**src/rtl/ps2_hex_entry.sv**
```systemverilog
// PS/2 hex entry: turns a scancode byte stream into a multi-digit hex entry.
// Make/break/extended prefixes are tracked by a small FSM. Digits shift in at
// the low nibble. Backspace, Escape and Enter edit or commit the buffer.
module ps2_hex_entry #(
  parameter int          DIGITS     = 4,
  parameter logic [7:0]  ENTER_CODE = 8'h5A,
  parameter logic [7:0]  BKSP_CODE  = 8'h66,
  parameter logic [7:0]  ESC_CODE   = 8'h76,
  localparam int         W          = 4 * DIGITS,
  localparam int         CW         = $clog2(DIGITS + 1)
) (
  input  logic          clk,
  input  logic          rst,
  input  logic [7:0]    keycode,
  input  logic          keycode_valid,
  output logic [W-1:0]  entry,
  output logic [CW-1:0] count,
  output logic [W-1:0]  value,
  output logic          value_valid,
  output logic          digit_strobe,
  output logic          overflow
);

  localparam logic [7:0] BREAK_PFX = 8'hF0;
  localparam logic [7:0] EXT_PFX   = 8'hE0;

  typedef enum logic [1:0] {IDLE, BREAK, EXT, EXT_BREAK} state_t;

  state_t state, state_next;

  // Actions decoded from the current byte in the current state
  logic act_digit, act_bksp, act_esc, act_enter;
  logic [3:0] nib;

  logic [W-1:0]  entry_next, value_next;
  logic [CW-1:0] count_next;
  logic          value_valid_next, digit_strobe_next, overflow_next;

  // Make code to hex nibble; bit 4 flags a hex key
  function automatic logic [4:0] hex_decode(input logic [7:0] code);
    case (code)
      8'h45: return 5'h10;
      8'h16: return 5'h11;
      8'h1E: return 5'h12;
      8'h26: return 5'h13;
      8'h25: return 5'h14;
      8'h2E: return 5'h15;
      8'h36: return 5'h16;
      8'h3D: return 5'h17;
      8'h3E: return 5'h18;
      8'h46: return 5'h19;
      8'h1C: return 5'h1A;
      8'h32: return 5'h1B;
      8'h21: return 5'h1C;
      8'h23: return 5'h1D;
      8'h24: return 5'h1E;
      8'h2B: return 5'h1F;
      default: return 5'h00;
    endcase
  endfunction

  // State register
  always_ff @(posedge clk or posedge rst) begin
    if (rst) state <= IDLE;
    else     state <= state_next;
  end

  // Next-state and action decode for each sampled byte
  always_comb begin
    logic [4:0] hd;
    hd         = hex_decode(keycode);
    nib        = hd[3:0];
    state_next = state;
    act_digit  = 1'b0;
    act_bksp   = 1'b0;
    act_esc    = 1'b0;
    act_enter  = 1'b0;
    if (keycode_valid) begin
      case (state)
        IDLE: begin
          if (keycode == BREAK_PFX)       state_next = BREAK;
          else if (keycode == EXT_PFX)    state_next = EXT;
          else if (hd[4])                 act_digit  = 1'b1;
          else if (keycode == BKSP_CODE)  act_bksp   = 1'b1;
          else if (keycode == ESC_CODE)   act_esc    = 1'b1;
          else if (keycode == ENTER_CODE) act_enter  = 1'b1;
        end
        BREAK: begin
          if (keycode != BREAK_PFX) state_next = IDLE;
        end
        EXT: begin
          if (keycode == BREAK_PFX) state_next = EXT_BREAK;
          else if (keycode != EXT_PFX) begin
            state_next = IDLE;
            act_enter  = (keycode == ENTER_CODE);
          end
        end
        EXT_BREAK: begin
          if (keycode != BREAK_PFX) state_next = IDLE;
        end
        default: state_next = IDLE;
      endcase
    end
  end

  // Buffer and pulse updates implied by the decoded action
  always_comb begin
    entry_next        = entry;
    count_next        = count;
    value_next        = value;
    value_valid_next  = 1'b0;
    digit_strobe_next = 1'b0;
    overflow_next     = 1'b0;
    if (act_digit) begin
      if (count < CW'(DIGITS)) begin
        entry_next        = {entry[W-5:0], nib};
        count_next        = count + CW'(1);
        digit_strobe_next = 1'b1;
      end else begin
        overflow_next = 1'b1;
      end
    end else if (act_bksp) begin
      if (count != '0) begin
        entry_next = entry >> 4;
        count_next = count - CW'(1);
      end
    end else if (act_esc) begin
      entry_next = '0;
      count_next = '0;
    end else if (act_enter) begin
      if (count != '0) begin
        value_next       = entry;
        value_valid_next = 1'b1;
        entry_next       = '0;
        count_next       = '0;
      end
    end
  end

  // Registered outputs
  always_ff @(posedge clk or posedge rst) begin
    if (rst) begin
      entry        <= '0;
      count        <= '0;
      value        <= '0;
      value_valid  <= 1'b0;
      digit_strobe <= 1'b0;
      overflow     <= 1'b0;
    end else begin
      entry        <= entry_next;
      count        <= count_next;
      value        <= value_next;
      value_valid  <= value_valid_next;
      digit_strobe <= digit_strobe_next;
      overflow     <= overflow_next;
    end
  end

endmodule

```
**config.mk**
```make
export PLATFORM = sky130hd
export DESIGN_NAME = ps2_hex_entry
export DESIGN_NICKNAME = d
export VERILOG_FILES = /design/src/rtl/ps2_hex_entry.sv
export SDC_FILE = /design/constraint.sdc
export NUM_CORES = 1
export LEC_CHECK = 0
export ABC_CLOCK_PERIOD_IN_PS = 2000
export CELL_PAD_IN_SITES_DETAIL_PLACEMENT = 2
export CELL_PAD_IN_SITES_GLOBAL_PLACEMENT = 2
export CORE_MARGIN = 3
export CORE_UTILIZATION = 28
export DETAILED_ROUTE_END_ITERATION = 7
export PLACE_DENSITY = 0.8
export SLEW_MARGIN = 10
export SYNTH_ARGS = -nofsm -noshare
export SYNTH_HDL_FRONTEND = slang
export SYNTH_SLANG_ARGS = --single-unit
```
**constraint.sdc**
```tcl
create_clock -name clk -period 2 [get_ports clk]
set_clock_uncertainty 0.2 [all_clocks]
set_input_delay 0.3 -clock clk [delete_from_list [all_inputs] [get_ports clk]]
set_output_delay 0.3 -clock clk [all_outputs]
set_load 0.02 [all_outputs]
```
; ---- Word level (Yosys, flattened, before mapping)
; Index checks and enable logic that the tools add are counted.
[word_totals]
output_inout_bits = 38
inputBits = 11
wordCells = 110
reg_bits = 40
[op_classes]
n_eq_ne = 31
n_reduce_logical = 8
mux = 58
n_bitwise = 3
add_sub_neg = 2
magnitude_cmp = 1
[op_table]
columns = cell, count
row1 = $mux W16, 7
row2 = $eq A8 B6 Y1 const B, 11
row3 = $pmux W5 S16, 1
row4 = $eq A8 B7 Y1 const B, 5
row5 = $mux W1, 36
row6 = $eq A8 B5 Y1 const B, 3
row7 = $mux W3, 7
row8 = $eq A8 B8 Y1 const B, 2
row9 = $ne A8 B8 Y1 const B, 2
row10 = $mux W2, 5
row11 = $reduce_and A4 Y1, 2
row12 = $ne A3 B3 Y1 const B, 2
row13 = $pmux W2 S3, 1
row14 = $reduce_bool A3 Y1, 2
row15 = $reduce_and A5 Y1, 1
row16 = $eq A2 B2 Y1 const B, 2
row17 = $ne A2 B1 Y1 const B, 2
row18 = $reduce_bool A4 Y1, 1
row19 = $add A3 B1 Y3 const B, 1
row20 = $lt A3 B3 Y1 const B, 1
row21 = $ne A3 B2 Y1 const B, 1
row22 = $not A1 Y1, 3
row23 = $sub A3 B1 Y3 const B, 1
row24 = $eq A2 B1 Y1 const B, 1
row25 = 3 further kinds, 3

; ---- Depth between registers and ports, before layout
; Gate-level depths: netlist (run 1).
[logic_depth]
depth_word = 13
ltp_mapped = 9
mapped_depth_nobuf = 8

; ---- Least setup slack after synthesis (run 1)
; Ideal clock, no wire load.
[synth_timing]
path_kind = input port to flip-flop
from = input keycode[6]
to = register entry[0]
n_path_buf = 1
path_stages = 7
required_time_ns = 1.675
path_slack_ns = -0.683
arrival_ns = 2.358
setup_ns = 0.125
cell_sequence = buf_2 or4b_4 a2111o_1 and3_4 a311o_1 nand2_4 mux2_2
[synth_via]
elab_chain_cells = 11
elab_cells_between_ends = 60
classes_between = 24 x eq/ne / 33 x mux / 3 x reduce/logical
[synth_lines]
columns = element, line_no
row1 = from (decl), 14  ; input logic [7:0] keycode,
row2 = $eq A8 B7 Y1 (on tied branches), "86, 95, 85"
row3 = $mux W1 (on tied branches), "86, 85"
row4 = $mux W1 (on tied branches), "85, 84"
row5 = $mux W1 (on tied branches), "84, 83"
row6 = $mux W1 (on tied branches), "83, 82"
row7 = $mux W1 (on tied branches), "82, 81"
row8 = $mux W1 (on tied branches), "81, 79"
row9 = $pmux W1 S2 or $mux W1 (tied branches), "79, 78"
row10 = $mux W1 or $mux W16 (tied branches), "78, 127"
row11 = $reduce_bool A4 Y1 (no line) or $mux W16 (tied branches), -
row12 = $reduce_and A4 Y1 (no line) or $mux W16 (tied branches), -
row13 = to (signal assigned), 150  ; entry <= entry_next;
row14 = to (decl), 16  ; output logic [W-1:0] entry,
; Parallel ways exist; a longest one is shown, timed or not. The select of a mux whose other input is x is not followed.
; A chain may end at the register's enable or synchronous reset.

; ---- Worst setup path after layout (run 1)
[layout_timing]
from = input keycode[4]
to = register entry[10]
; The elaborated chain is that of the path after synthesis.

==> results_dict.tcl, run 1 <==
set metrics [dict create \
    r2r_setup_slack_ns -0.11 \
    cp-end-kind "flop" \
    internal_power_w 0.00206 \
    report.final.hold_viol_count 0 \
    synth-seq-cells 40 \
    cts_hold_buf 0 \
    ys_types 52 \
    portBuffers 48 \
    min_period_ns 2.29 \
    wl_um 9110 \
    synth_top_area_share_pct 46.4 \
    yosysTopAreaCell "dfrtp_1" \
    setup_ws_ns -0.295 \
    ant_nets 0 \
    p_total_w 0.00321 \
    syn_nets 216 \
    grtUsageMet3_pct 3.37 \
    drv_slew 0 \
    seq_power_share_pct 38.3 \
    antenna_found_initial 0 \
    met1_usage_pct 24.3 \
    path_class "input pin to flop" \
    vias 2142 \
    status "complete, but fails checks" \
    power_density_nw_per_um2 880 \
    avgSynthCellArea_sq_um 10.7 \
    htreeDepth 2 \
    syn_area_sq_um 2160 \
    post-route-period-util_pct 115 \
    nets 320 \
    clk_latency_ns 0.31 \
    ir_drop_v 0.000458 \
    dp_slack_ns -1.04 \
    violations "setup timing" \
    syn_to_final_growth_pct 68.9 \
    n_antenna_cell 0 \
    grt_setup_unrepaired "true" \
    power.share.clock_pct 22.6 \
    cts-buffers-inserted 5 \
    reg2reg_from "state[0]$_DFFE_PP0P_" \
    vias_per_cell 5.28 \
    grt_max_degree 41 \
    syn_inst 202 \
    wire_per_inst_um 22.4 \
    synth_edf_count 0 \
    ff2ff_path_depth 7 \
    die_y_um 93.7 \
    routabilityCongestion 0.791 \
    cts.path.max_buffers 2 \
    first_pass_iters 4 \
    max-slew-margin-rel_pct 75.1 \
    rows 31 \
    setup_tns_ns -4.81 \
    synthArstFlopShare_pct 100 \
    cp-startpoint "keycode[4]" \
    netlist_top_cells_area "dfrtp_1 46%, mux2_2 10%, a2bb2oi_2 3.5%" \
    ys_warn_count 0 \
    start_util_pct 29.3 \
    r2r-end "entry[10]$_DFFE_PP0P_" \
    die_area_sq_um 8790 \
    p_comb_share_pct 39.2 \
    grt_usage_pct 20.2 \
    hold_path.class "input pin to asynchronous set/reset pin" \
    arrival_ns 2.28 \
    leakage_nw 1.60 \
    cts_sinks 40 \
    path_clk_slew_ns 0.08 \
    seq_area_frac_synth_pct 46.4 \
    io_pins 49 \
    drcViolationCount 0 \
    drt_iter0_drc 77 \
    fp.dieW_um 93.7 \
    tightestPinTransition_ns 0.371 \
    grt_pass1_vias 2335 \
    hpwl_um 5530 \
    crit_required_ns 1.99 \
    fmax_ghz 0.436 \
    crit_fanout 10 \
    clockRootBuffer "clkbuf_8" \
    use_met2_pct 36.1 \
    p_switching_w 0.00115 \
    worst_setup_path_start_kind "input pin" \
    busiest_layer "met2" \
    fp.coreArea_sq_um 7370 \
    ys.flop_type "dfrtp_1" \
    maxCapViolations 0 \
    grt-ovfl-total 0 \
    setup_viol 37 \
    cts_tree "built" \
    p_sw_share_pct 35.8 \
    grt_pass1_wl_um 13400 \
    drive_gt1_share_pct 45.9 \
]
## logic make-up after synthesis
| kind of cell | synth area share [%] |
|---|---|
| AND/OR/NAND/NOR | 17.5 |
| XOR/XNOR | 0.406 |
| AO/OA/AOI/OAI | 17.4 |
| buffers and inverters | 4.76 |
| multiplexers | 11.8 |
| adder cells (fa/ha/maj) | 1.74 |
| flip-flops | 46.4 |
## how the worst max path moves through the flow
stage / to / slack, ns
after global routing: entry[10]$_DFFE_PP0P_ / -0.31
final: entry[10]$_DFFE_PP0P_ / -0.29
after global placement: entry[2]$_DFFE_PP0P_ / -0.90
after floorplan: entry[0]$_DFFE_PP0P_ / -0.46
after CTS: entry[2]$_DFFE_PP0P_ / -0.27
after detailed placement: entry[10]$_DFFE_PP0P_ / -1.04
## cells in the final DEF (no fill, tap or decap), drive strengths merged, types with 4 or more instances in the layout
cell type      Yosys  layout
buf                3      65
dfrtp             40      40
clkdlybuf4s50      0      39
mux2              20      20
nand2             19      19
o21ai             15      15
inv               11      11
nor2               8       8
a2bb2oi            8       8
clkbuf             9       7
nand2b             7       7
nor3               4       4
o2bb2ai            4       4
## flip-flops by register name, indices dropped and copies added (netlist names)
register      count
entry            16
value            16
count             3
overflow          1
digit_strobe      1
value_valid       1
state             2
## synth_stat cells (all sizes together) (3+ instances only)
| cell | n |
|---|---|
| inv | 11 |
| nand2b | 7 |
| mux2 | 20 |
| nor3 | 4 |
| dfrtp | 40 |
| a2bb2oi | 8 |
| nand2 | 19 |
| o21ai | 15 |
| buf | 3 |
| mux2i | 3 |
| nand3 | 3 |
| o2bb2ai | 4 |
| nor2 | 8 |
| ha | 3 |
| nor2b | 3 |
| clkbuf | 9 |
## power by group through the flow
| stage | Clock [W] | Combinational, W | Sequential [W] |
|---|---|---|---|
| after floorplan | 0 | 0.000353 | 0.00138 |
| after global placement | 0 | 0.00109 | 0.00120 |
| after detailed placement | 0 | 0.00113 | 0.00122 |
| after CTS | 0.000736 | 0.00121 | 0.00121 |
| after global routing | 0.000771 | 0.00134 | 0.00126 |
| final | 0.000723 | 0.00126 | 0.00123 |
## per-layer routing
metal | up-vias | wire (um)
met5 | - | 0
met4 | 0 | 177
met3 | 17 | 309
met2 | 57 | 4900
met1 | 1112 | 3720
li1 | 956 | -
## metrics by stage
stage	instance area, sq um	hold WS [ns]	util, %	cells
floorplan	2230	0.197	-	202
global placement	3190	0.288	43.3	389
detailed placement	3190	0.299	43.3	389
CTS	3590	0.163	48.7	405
global route	3640	0.202	49.4	406
finish	3640	0.182	49.4	406
## cell type report
class	instances	area, sq um
Inverter	11	43.8
Multi-Input combinational cell	139	1330
Clock buffer	6	82.6
Clock inverter	2	38.8
Tap cell	99	124
Timing Repair Buffer	109	1020
Sequential cell	40	1000
Fill cell	744	3730
## repair_timing
item,4_1_cts,5_1_grt
pin swaps,8,8
buffers inserted,6,4
setup endpoints to repair,37,38
gates resized for setup,68,28
gates cloned,2,0
## critical path, stage by stage
cell and delay (ns):
buf_6 0.10, or4b_4 0.57, o32ai_4 0.34, a21oi_2 0.06
a311o_1 0.41, buf_4 0.22, o21ai_1 0.19, a2bb2oi_1 0.10
(Power assumes the default switching activity.)
==> inputs of run 2 (changes only) <==
--- a/config.mk
+++ b/config.mk
@@ -8,11 +8,11 @@
 export ABC_CLOCK_PERIOD_IN_PS = 2000
 export CELL_PAD_IN_SITES_DETAIL_PLACEMENT = 2
 export CELL_PAD_IN_SITES_GLOBAL_PLACEMENT = 2
-export CORE_MARGIN = 3
+export CORE_ASPECT_RATIO = 0.5
+export CORE_MARGIN = 1
 export CORE_UTILIZATION = 28
 export DETAILED_ROUTE_END_ITERATION = 7
 export PLACE_DENSITY = 0.8
-export SLEW_MARGIN = 10
 export SYNTH_ARGS = -nofsm -noshare
 export SYNTH_HDL_FRONTEND = slang
 export SYNTH_SLANG_ARGS = --single-unit
==> results_dict.tcl, run 2 (synthesis gave the netlist of run 1 again) <==
set metrics [dict create \
    report.final.hold_viol_count 0 \
    routabilityCongestion 0.914 \
    regArea_sq_um 1000 \
    start_util_pct 29.2 \
    internal_power_w 0.00231 \
    hpwl_um 5420 \
    path_clk_slew_ns 0.07 \
    multi_input_area_sq_um 1380 \
    cts_sinks 40 \
    arrival_ns 2.46 \
    final_common_cell "buf_4" \
    cts_hold_buf 0 \
    power_density_nw_per_um2 972 \
    reg2reg_from "state[0]$_DFFE_PP0P_" \
    cp_slowest_stage_delay_ns 0.59 \
    rows 22 \
    wl_met3_um 379 \
    vias 2213 \
    first_pass_iters 5 \
    cp-startpoint "keycode[4]" \
    wire_per_inst_um 27.9 \
    die_area_sq_um 8080 \
    reg.largest.list "entry: 16 flops, value: 16 flops, count: 3 flops" \
    worst_setup_path_start_kind "input pin" \
    status "complete, but fails checks" \
    leakage_nw 1.66 \
    p_switching_w 0.00139 \
    cp-end-kind "flop" \
    path_class "input pin to flop" \
    crit_required_ns 2.01 \
    r2r_setup_slack_ns -0.28 \
    critPathTopFamily "simple AND/OR/NAND/NOR gates" \
    ff2ff_path_depth 7 \
    die_y_um 64.0 \
    path_cells "buf_8 -> buf_4 -> or4b_4 -> o32ai_2 -> a21oi_2 -> a311o_1 -> nand2_4 -> buf_6 -> mux2i_4" \
    grt_max_degree 41 \
    crit_fanout 7 \
    grt_usage_pct 27.9 \
    tightestPinTransition_ns 0.425 \
    grt_pass1_wl_um 16200 \
    wl_um 11400 \
    cts-buffers-inserted 5 \
    fp.dieW_um 126 \
    crit_slowest_cell "or4b_4" \
    drt_iter0_drc 105 \
    ir_drop_v 0.000436 \
    fp.coreArea_sq_um 7380 \
    n_antenna_cell 0 \
    cts_tree "built" \
    hold_path.class "input pin to asynchronous set/reset pin" \
    setup_tns_ns -8.46 \
    post-route-util_pct 51.6 \
    io_pins 49 \
    syn_to_final_growth_pct 76.7 \
    seq_power_share_pct 33.8 \
    setup_viol 30 \
    setup_ws_ns -0.448 \
    wl_met1_um 4950 \
    drive_gt1_share_pct 46.3 \
    min_period_ns 2.45 \
    portBuffers 48 \
    p_comb_share_pct 39.8 \
    antenna_found_initial 0 \
    top_layer_used "met4" \
    ant_nets 0 \
    maxCapViolations 0 \
    grt-ovfl-total 0 \
    post-route-period-util_pct 122 \
    final_cell_mix "51 x buf_4, 38 x dfrtp_1, 38 x clkdlybuf4s50_1" \
    nets 326 \
    cts.path.max_buffers 2 \
    drv_slew 0 \
    violations "setup timing" \
    wl_met2_um 5680 \
    max-slew-margin-rel_pct 70.9 \
    fmax_ghz 0.408 \
    clk_latency_ns 0.30 \
    htreeDepth 2 \
    drcViolationCount 0 \
    fillers 734 \
    grt_setup_unrepaired "true" \
    clockRootBuffer "clkbuf_16" \
    vias_per_cell 5.41 \
    path_buf_inv 3 \
    power.share.clock_pct 26.4 \
    grt_pass1_vias 2536 \
    r2r-end "count[1]$_DFFE_PP0P_" \
    p_sw_share_pct 37.4 \
]
-- run 2: cell count changes in the layout (fill, tap and decap cells not counted), moves of 2 or more --
cell and delta:
a2bb2oi_1 +2, nor4b_2 -2, o21ai_2 -2, nand2_2 +2, buf_2 +2, clkbuf_16 +5
buf_6 +3, nor4b_4 +2, clkbuf_8 -6, dlygate4sd2_1 +4, a2bb2oi_2 -2
-- run 2: power by group through the flow --
stage | sequential, W | clock, W | combinational [W]
after floorplan | 0.00138 | 0 | 0.000353
after global placement | 0.00118 | 0 | 0.00114
after detailed placement | 0.00121 | 0 | 0.00119
after CTS | 0.00121 | 0.000951 | 0.00132
after global routing | 0.00127 | 0.00101 | 0.00154
final | 0.00125 | 0.000976 | 0.00147
-- run 2: how the worst max path moves through the flow --
stage	to	depth (start not counted)	slack, ns
2_1_floorplan	entry[0]$_DFFE_PP0P_	7	-0.46
3_3_place_gp	entry[0]$_DFFE_PP0P_	7	-0.92
3_5_place_dp	entry[11]$_DFFE_PP0P_	8	-1.03
4_1_cts	count[1]$_DFFE_PP0P_	8	-0.38
5_1_grt	count[1]$_DFFE_PP0P_	9	-0.50
6_report	count[1]$_DFFE_PP0P_	9	-0.45
-- run 2: tightest hold or removal path, cell delays in order --
cell and delay (ns):
clkdlybuf4s50_1 0.40, inv_1 0.10, buf_12 0.26
-- run 2: repair_timing --
action | in CTS | in global routing
gates cloned | 2 | 0
resized for setup | 62 | 39
buffers inserted | 13 | 5
setup endpoints to repair | 37 | 38
pin swaps | 9 | 6
-- run 2: cell type report --
cell class | count | area share, %
Multi-Input combinational cell | 139 | 36.3
Timing Repair Buffer | 115 | 28.6
Sequential cell | 40 | 26.3
Clock buffer | 5 | 3.29
Tap cell | 96 | 3.15
Inverter | 11 | 1.22
Clock inverter | 3 | 1.12
-- run 2: through the flow --
step           hold WS, ns  std cells  instance area, sq um  worst slack [ns]  total power (W)
2_1_floorplan        0.197        202                  2230            -0.464          0.00174
3_3_place_gp         0.288        384                  3160            -0.921          0.00232
3_5_place_dp         0.299        384                  3160             -1.03          0.00240
4_1_cts              0.207        407                  3620            -0.380          0.00349
5_1_grt              0.225        409                  3810            -0.496          0.00381
6_report             0.189        409                  3810            -0.448          0.00370
-- run 2: routing by layer --
layer / track usage [%] / vias to the layer above
met2: 50.4 / 79
met3: 4.77 / 27
met5: 0 / -
met1: 33.2 / 1153
met4: 11.4 / 0
li1: - / 954
==> inputs of run 3 (changes only) <==
--- a/config.mk
+++ b/config.mk
@@ -13,6 +13,7 @@
 export CORE_UTILIZATION = 28
 export DETAILED_ROUTE_END_ITERATION = 7
 export PLACE_DENSITY = 0.8
+export SKIP_CTS_REPAIR_TIMING = 1
 export SYNTH_ARGS = -nofsm -noshare
 export SYNTH_HDL_FRONTEND = slang
 export SYNTH_SLANG_ARGS = --single-unit
==> results_dict.tcl, run 3 (synthesis gave the netlist of run 1 again) <==
set metrics [dict create \
    path_class "input pin to flop" \
    wire_per_inst_um 26.1 \
    routabilityCongestion 0.914 \
    setup_ws_ns -0.455 \
    violations "setup timing" \
    grt_setup_unrepaired "true" \
    report.final.hold_viol_count 0 \
    crit_fanout 10 \
    antenna_found_initial 0 \
    min_period_ns 2.45 \
    crit_slowest_cell "or4b_4" \
    wl_um 10500 \
    final_cell_mix "48 x buf_4, 38 x dfrtp_1, 38 x clkdlybuf4s50_1" \
    grt_pass1_vias 2350 \
    crit_required_ns 1.99 \
    post-route-period-util_pct 123 \
    arrival_ns 2.45 \
    grt_pass1_wl_um 13100 \
    first_pass_iters 4 \
    maxCapViolations 0 \
    fp.dieW_um 126 \
    cts_tree "built" \
    n_antenna_cell 0 \
    drv_slew 0 \
    path_cells "buf_8 -> or4b_4 -> a2111o_1 -> and3_4 -> a311o_1 -> buf_4 -> a21o_1 -> o21ai_1" \
    rows 22 \
    vias_per_cell 5.33 \
    drcViolationCount 0 \
    syn_to_final_growth_pct 69.8 \
    vias 2139 \
    hold_ws_ns 0.189 \
    final_common_cell "buf_4" \
    max-slew-margin-rel_pct 72.1 \
    cts_sinks 40 \
    drt_iter0_drc 84 \
    clockRootBuffer "clkbuf_16" \
    grt_usage_pct 21.3 \
    cts-buffers-inserted 5 \
    worst_setup_path_start_kind "input pin" \
    clk_latency_ns 0.31 \
    io_pins 49 \
    path_buf_inv 2 \
    ir_drop_v 0.000475 \
    ant_nets 0 \
    path_clk_slew_ns 0.07 \
    fmax_ghz 0.407 \
    critPathTopFamily "compound AO/OA/AOI/OAI gates" \
    htreeDepth 2 \
    drive_gt1_share_pct 43.3 \
    cp_slowest_stage_delay_ns 0.53 \
    power_density_nw_per_um2 995 \
    hpwl_um 5420 \
    status "complete, but fails checks" \
    fp.coreArea_sq_um 7380 \
    die_area_sq_um 8080 \
    die_y_um 64.0 \
    nets 318 \
    grt-ovfl-total 0 \
    cp-end-kind "flop" \
    cts.path.max_buffers 2 \
    hold_path.class "input pin to asynchronous set/reset pin" \
    tightestPinTransition_ns 0.418 \
    post-route-util_pct 49.6 \
    setup_viol 37 \
    setup_tns_ns -9.26 \
    p_total_w 0.00364 \
    leakage_nw 1.63 \
    start_util_pct 29.2 \
    portBuffers 48 \
    grt_max_degree 41 \
    reg.largest.list "entry: 16 flops, value: 16 flops, count: 3 flops" \
]
==> run 3: cell types whose count changed in the layout (fill, tap and decap cells not counted), moves of 2 or more <==
| cell | delta |
|---|---|
| dlymetal6s2s_1 | +5 |
| buf_6 | -5 |
| buf_4 | -3 |
| dlygate4sd2_1 | -4 |
| nor4b_4 | -2 |
| o32ai_1 | +2 |
| clkbuf_2 | +2 |
| clkbuf_16 | +2 |
| buf_2 | -2 |
==> run 3: per-stage QoR <==
step,cell area (sq um),cells,worst slack [ns]
after floorplan,2230,202,-0.464
after global placement,3160,384,-0.921
after detailed placement,3160,384,-1.03
after CTS,3330,392,-0.806
after global routing,3660,401,-0.480
final,3660,401,-0.455
==> run 3: final timing paths <==
path | end | cells past startpoint | slack, ns | startpoint
setup / recovery | count[0]$_DFFE_PP0P_ | 8 | -0.45 | keycode[7]
hold / removal | entry[2]$_DFFE_PP0P_ | 3 | 0.19 | rst
setup reg to reg | count[0]$_DFFE_PP0P_ | 7 | -0.28 | state[0]$_DFFE_PP0P_
hold reg to reg | value[12]$_DFFE_PP0P_ | 1 | 0.32 | value[12]$_DFFE_PP0P_
max in group asynchronous | count[0]$_DFFE_PP0P_ | 3 | 1.19 | rst
min in group clk | state[0]$_DFFE_PP0P_ | 3 | 0.25 | keycode_valid
==> run 3: metal layers <==
layer	global-route usage [%]	routed length [um]	share of wire [%]	vias to the layer above
met5	0	0	0	-
met4	5.12	276	2.6	0
met3	2.93	342	3.3	21
met2	40.2	5230	50	60
met1	25.7	4620	44	1114
li1	-	-	-	944
==> run 3: worst reg2reg max path: stages (launching register included) <==
cell and delay, ns:
dfrtp_1 0.44, inv_1 0.11, nand2_1 0.08, or3_4 0.35
a311o_1 0.41, buf_4 0.23, a21o_1 0.19, o21ai_1 0.14
==> run 3: where the power goes <==
part / internal, W / switching [W] / total [W]
Clock: 0.000588 / 0.000403 / 0.000991
Sequential: 0.000984 / 0.000254 / 0.00124
Combinational: 0.000709 / 0.000701 / 0.00141
Total: 0.00228 / 0.00136 / 0.00364
==> run 3: final cells by class <==
cell class              count  area (sq um)
inverters                  11          43.8
repair buffers            107          1030
clock inverters             3          42.5
flip-flops and latches     40          1000
well taps                  96           120
clock buffers               5           125
fillers                   743          3720
multi-input cells         139          1290
